`src/rtl/bridge_uart_tx_arbiter.sv`:
```
// Shares one bridge UART transmitter between the master (command) and slave (response) framers, one whole frame per grant.
// Define BRIDGE_ARB_RESP_PRIO_EN so the slave port wins every tie; without it, ties are settled round-robin.
module bridge_uart_tx_arbiter #(
  parameter int DATA_WIDTH     = 8,
  parameter int TIMEOUT_CYCLES = 100000
) (
  input  logic                  clk,
  input  logic                  rst,
  input  logic                  m_valid,
  input  logic [DATA_WIDTH-1:0] m_data,
  input  logic                  m_last,
  output logic                  m_ready,
  input  logic                  s_valid,
  input  logic [DATA_WIDTH-1:0] s_data,
  input  logic                  s_last,
  output logic                  s_ready,
  output logic [DATA_WIDTH-1:0] tx_data,
  output logic                  tx_start,
  input  logic                  tx_busy,
  output logic [1:0]            grant,
  output logic                  frame_done,
  output logic                  timeout_err
);
  localparam int               CNT_W   = $clog2(TIMEOUT_CYCLES + 1);
  localparam logic [CNT_W-1:0] CNT_MAX = CNT_W'(TIMEOUT_CYCLES);

  typedef enum logic [2:0] {IDLE, GRANT, LOAD, WAIT_BUSY, WAIT_DONE} state_t;

  state_t                state;
  logic                  rr_last;
  logic                  last_q;
  logic [CNT_W-1:0]      cnt;
  logic [CNT_W-1:0]      cnt_inc;
  logic                  handshake;
  logic                  pick_slave;
  logic [DATA_WIDTH-1:0] sel_data;
  logic                  sel_last;

  assign m_ready   = (state == GRANT) && grant[0];
  assign s_ready   = (state == GRANT) && grant[1];
  assign handshake = (m_valid && m_ready) || (s_valid && s_ready);
  assign sel_data  = grant[1] ? s_data : m_data;
  assign sel_last  = grant[1] ? s_last : m_last;
  assign cnt_inc   = (cnt == CNT_MAX) ? cnt : cnt + CNT_W'(1);

  // rr_last is 1 when the slave was served last, so on a tie the master goes next.
`ifdef BRIDGE_ARB_RESP_PRIO_EN
  assign pick_slave = s_valid;
`else
  assign pick_slave = s_valid && (!m_valid || !rr_last);
`endif

  always_ff @(posedge clk) begin
    if (rst) begin
      state       <= IDLE;
      grant       <= 2'b00;
      tx_data     <= '0;
      tx_start    <= 1'b0;
      frame_done  <= 1'b0;
      timeout_err <= 1'b0;
      rr_last     <= 1'b1;
      last_q      <= 1'b0;
      cnt         <= '0;
    end else begin
      tx_start    <= 1'b0;
      frame_done  <= 1'b0;
      timeout_err <= 1'b0;
      unique case (state)
        IDLE: begin
          if (m_valid || s_valid) begin
            grant <= pick_slave ? 2'b10 : 2'b01;
            cnt   <= '0;
            state <= GRANT;
          end
        end
        GRANT: begin
          if (handshake) begin
            tx_data  <= sel_data;
            last_q   <= sel_last;
            cnt      <= '0;
            tx_start <= 1'b1;
            state    <= LOAD;
          end else begin
            cnt <= cnt_inc;
            if (cnt_inc == CNT_MAX) begin
              timeout_err <= 1'b1;
              rr_last     <= grant[1];
              grant       <= 2'b00;
              state       <= IDLE;
            end
          end
        end
        LOAD: state <= WAIT_BUSY;
        WAIT_BUSY: begin
          if (tx_busy) state <= WAIT_DONE;
        end
        WAIT_DONE: begin
          if (!tx_busy) begin
            if (last_q) begin
              frame_done <= 1'b1;
              rr_last    <= grant[1];
              grant      <= 2'b00;
              state      <= IDLE;
            end else begin
              state <= GRANT;
            end
          end
        end
        default: state <= IDLE;
      endcase
    end
  end
endmodule

```
`config.mk`:
```
export PLATFORM = sky130hd
export DESIGN_NAME = bridge_uart_tx_arbiter
export DESIGN_NICKNAME = d
export VERILOG_FILES = /design/src/rtl/bridge_uart_tx_arbiter.sv
export SDC_FILE = /design/constraint.sdc
export NUM_CORES = 1
export LEC_CHECK = 0
export ABC_AREA = 1
export CAP_MARGIN = 10
export CORE_ASPECT_RATIO = 1.75
export CORE_MARGIN = 2
export CORE_UTILIZATION = 49
export CTS_BUF_LIST = sky130_fd_sc_hd__clkbuf_8
export CTS_CLUSTER_DIAMETER = 80
export DETAILED_ROUTE_END_ITERATION = 10
export GPL_ROUTABILITY_DRIVEN = 0
export PLACE_DENSITY_LB_ADDON = 0.05
export SLEW_MARGIN = 20
export SYNTH_ARGS = -nofsm -noshare
export SYNTH_HDL_FRONTEND = slang
export SYNTH_SLANG_ARGS = --single-unit
```
`constraint.sdc`:
```
create_clock -name clk -period 2 [get_ports clk]
set_clock_uncertainty 0.1 [all_clocks]
set_input_delay 0.2 -clock clk [delete_from_list [all_inputs] [get_ports clk]]
set_output_delay 0.2 -clock clk [all_outputs]
set_load 0.05 [all_outputs]
```
==> results_dict.tcl <==
set metrics [dict create \
    run_status "finished with violations" \
    failed_checks "negative setup slack" \
    worstSetupStartpoint "cnt[1]$_SDFFE_PP0P_" \
    top_signal_layer_used "met4" \
    cp_max_fo 5 \
    mapped_avg_cell_area_um2 6.22 \
    finalWorstPathRequiredPeriod_ns 2.03 \
    cts.root.buffer_cell "sky130_fd_sc_hd__clkbuf_8" \
    chipHeight_um 91.4 \
    yosysUniqueCellTypes 33 \
    max_slew.worst_pin.slew_ns 0.508 \
    dr_wl_met2_um 3570 \
    synth_top_family_by_area "simple AND/OR/NAND/NOR gates" \
    cell_count_after_placement 450 \
    clockBufferDepth 2 \
    timing.critical_path.arrival_ns 2.16 \
    dp.final_hpwl_um 4760 \
    tritoncts.num_buffers 5 \
    slowest_cp_cell "sky130_fd_sc_hd__nor4_1" \
    final_layout_size_suffix_gt1_frac 0.267 \
    slew_headroom 0.658 \
    coreArea_um2 4150 \
    yosysWarnings 0 \
    drt_iter0_markers 97 \
    clkTransAtPathRegs_ns 0.08 \
    layout.core_utilization 0.741 \
    met1_length_um 2220 \
    synth-xor-area-share 0.0287 \
    synth_adder_area_share 0.0117 \
    via_per_inst 5.45 \
    worst-endpoint-required_ns 2.14 \
    grt_overflow 0 \
    commonest_non_fill_non_tap_cells_in_the_layout "99 x sky130_fd_sc_hd__nand2_1, 41 x sky130_fd_sc_hd__nor2_1, 36 x sky130_fd_sc_hd__buf_4" \
    setup.reg_to_reg.worst_slack_ns -0.03 \
    grt_start_max_net_pins 23 \
    multiInputGateArea_um2 1410 \
    clock_latency_ns 0.30 \
    grt_pass1_vias 2494 \
    synth.area.mux_share 0 \
    cp_num_buf_inv 2 \
    postSynthRegisterBits 35 \
    vdd_drop_max_v 0.00109 \
    num_rows 31 \
    setup.worst_path.start_class "flip-flop" \
    post-route-worst-setup-slack_ns -0.0271 \
    critical_path.max_stage_delay_ns 0.39 \
    post_synthesis_compound_gate_area_fraction 0.121 \
    final-max-slew-violation-count 0 \
    final_hold_viol_count 0 \
    ant_nets 0 \
    syn-num-nets 369 \
    seqCellArea_um2 718 \
    setup.worst_path.end_class "flip-flop" \
    cells_along_the_critical_path "buf_6 > nand3_1 > nor2_4 > nand3_1 > nand2_1 > nand2_1 > buf_4 > nor4_1 > nand4_1 > nor2_1" \
    timing.setup.critical_path_class "reg2reg" \
    most_common_cell_after_layout_fill_and_taps_aside "sky130_fd_sc_hd__nand2_1" \
    power_density_nw_per_um2 944 \
    max_freq_ghz 0.493 \
    synthToLayoutAreaGrowth_pct 43.9 \
    rr_startpoint "cnt[1]$_SDFFE_PP0P_" \
    synthFlopType "sky130_fd_sc_hd__dfxtp_1" \
    p_total_mw 2.90 \
    synth_edf_count 0 \
    yosysSeqAreaShare 0.328 \
    ios 38 \
    floorplan.die_area_um2 4930 \
    fillerInstances 363 \
    worst_hold_startpoint "last_q$_SDFFE_PP0P_" \
    layoutNonFillerInstCount 464 \
    mappedNetlistArea_um2 2140 \
    syn-instance-count 344 \
    dr.pass1.iters 4 \
    async_flop_share 0 \
    grt_first_pass_wirelength_um 10700 \
    worst_path_top_cell_family_by_delay "simple AND/OR/NAND/NOR gates" \
    post_synth_and_or_nand_nor_area_fraction 0.424 \
    setup_viol_count_final 4 \
    num-nets-final 439 \
    hold_class "reg2reg" \
    placement.io_buffers 37 \
    die_w_um 53.9 \
    num_vias 2531 \
    finalWirelength_um 6440 \
    routed_wire_length_per_instance_um 13.9 \
    floorplan.initialDensity 0.515 \
    tritoncts "done" \
    cts.htree.levels 2 \
    dr_wl_met3_um 395 \
    antenna_found_initial 0 \
    gr_usage_total 0.292 \
    maxcap_viol_count 0 \
    rsz0062_at_grt "true" \
    final.period_utilization 1.01 \
    drc 0 \
    antenna-diode-count 0 \
    static-leakage-power_nw 1.24 \
    tritoncts_num_sinks 35 \
]
==> synthesized netlist by cell type, types with 2 or more instances <==
cell                       count  area share
sky130_fd_sc_hd__ha_1          2       0.012
sky130_fd_sc_hd__a31oi_1      10       0.029
sky130_fd_sc_hd__clkbuf_1      4      0.0070
sky130_fd_sc_hd__nand2_1     110        0.19
sky130_fd_sc_hd__o21ai_0      10       0.023
sky130_fd_sc_hd__nor2_2        5       0.015
sky130_fd_sc_hd__xnor2_1       2      0.0082
sky130_fd_sc_hd__nor4_1        2      0.0059
sky130_fd_sc_hd__a22oi_1       4       0.014
sky130_fd_sc_hd__nor2_1       53       0.093
sky130_fd_sc_hd__dfxtp_1      35        0.33
sky130_fd_sc_hd__nand4_1       8       0.023
sky130_fd_sc_hd__nor2_4        2       0.011
sky130_fd_sc_hd__xor2_1        5       0.020
sky130_fd_sc_hd__buf_2         2      0.0047
sky130_fd_sc_hd__buf_4         3       0.011
sky130_fd_sc_hd__a21oi_1      17       0.040
sky130_fd_sc_hd__nand3_1      19       0.044
sky130_fd_sc_hd__nor3_1        3      0.0070
sky130_fd_sc_hd__inv_1        31       0.054
sky130_fd_sc_hd__nand2_2       5       0.015
==> path summary, 6_finish.rpt <==
check / endpoint / depth (start not counted)
max: timeout_err$_SDFF_PP0_ / 10
max reg2reg: timeout_err$_SDFF_PP0_ / 10
min: frame_done$_SDFF_PP0_ / 2
min reg2reg: frame_done$_SDFF_PP0_ / 2
==> area by class of cell <==
cell class              instances  area share
multi-input cells             265       0.458
flip-flops and latches         35       0.233
repair buffers                 74       0.220
inverters                      33      0.0403
clock buffers                   5      0.0224
well taps                      49      0.0199
clock inverters                 3     0.00651
==> kinds of logic (layout without fill, tap and decap cells) <==
logic type / count (synthesis) / after routing
compound gates: 45 / 45
xor+xnor: 7 / 7
fa+ha+maj: 2 / 2
buf+inv: 44 / 115
flops: 35 / 35
simple gates: 211 / 211
==> per-layer routing <==
metal,vias up,track usage
li1,1246,-
met1,1162,0.278
met2,100,0.530
met3,23,0.0658
met4,0,0.160
met5,-,0
==> flip-flops by register name, summed over array words and instances, names as in the netlist <==
| name | flops |
|---|---|
| tx_start | 1 |
| frame_done | 1 |
| tx_data | 8 |
| grant | 2 |
| timeout_err | 1 |
| cnt | 17 |
| rr_last | 1 |
| state | 3 |
| last_q | 1 |
==> power breakdown <==
part	switching [mW]	leakage (nW)	internal [mW]	total, mW
Clock	0.277	0.0402	0.242	0.519
Combinational	0.950	0.913	0.580	1.53
Sequential	0.0583	0.291	0.796	0.854
Total	1.29	1.24	1.62	2.90
==> timing repair <==
item                                    4_1_cts  5_1_grt
endpoints found under the setup margin        6       14
gates resized for setup                      29       29
hold buffers                                  0        0
pin swaps                                     9       19
setup buffers                                 4        2
==> tightest hold or removal path: cells and delay by family, from the launching register on <==
family / cells / cell delay, ns
and+or+nand+nor: 1 / 0.05
buffers and inverters: 1 / 0.06
DFF: 1 / 0.31
==> through the flow <==
step	worst slack [ns]	hold WS (ns)	instance area, µm²	TNS (ns)
final	-0.0271	0.370	3080	-0.0603
after global routing	-0.190	0.392	3080	-0.980
after CTS	-0.00957	0.371	2970	-0.00957
after detailed placement	-0.183	0.360	2770	-0.791
after global placement	-0.141	0.351	2770	-0.549
after floorplan	0.0401	0.177	2150	0
(Power assumes the default switching activity.)
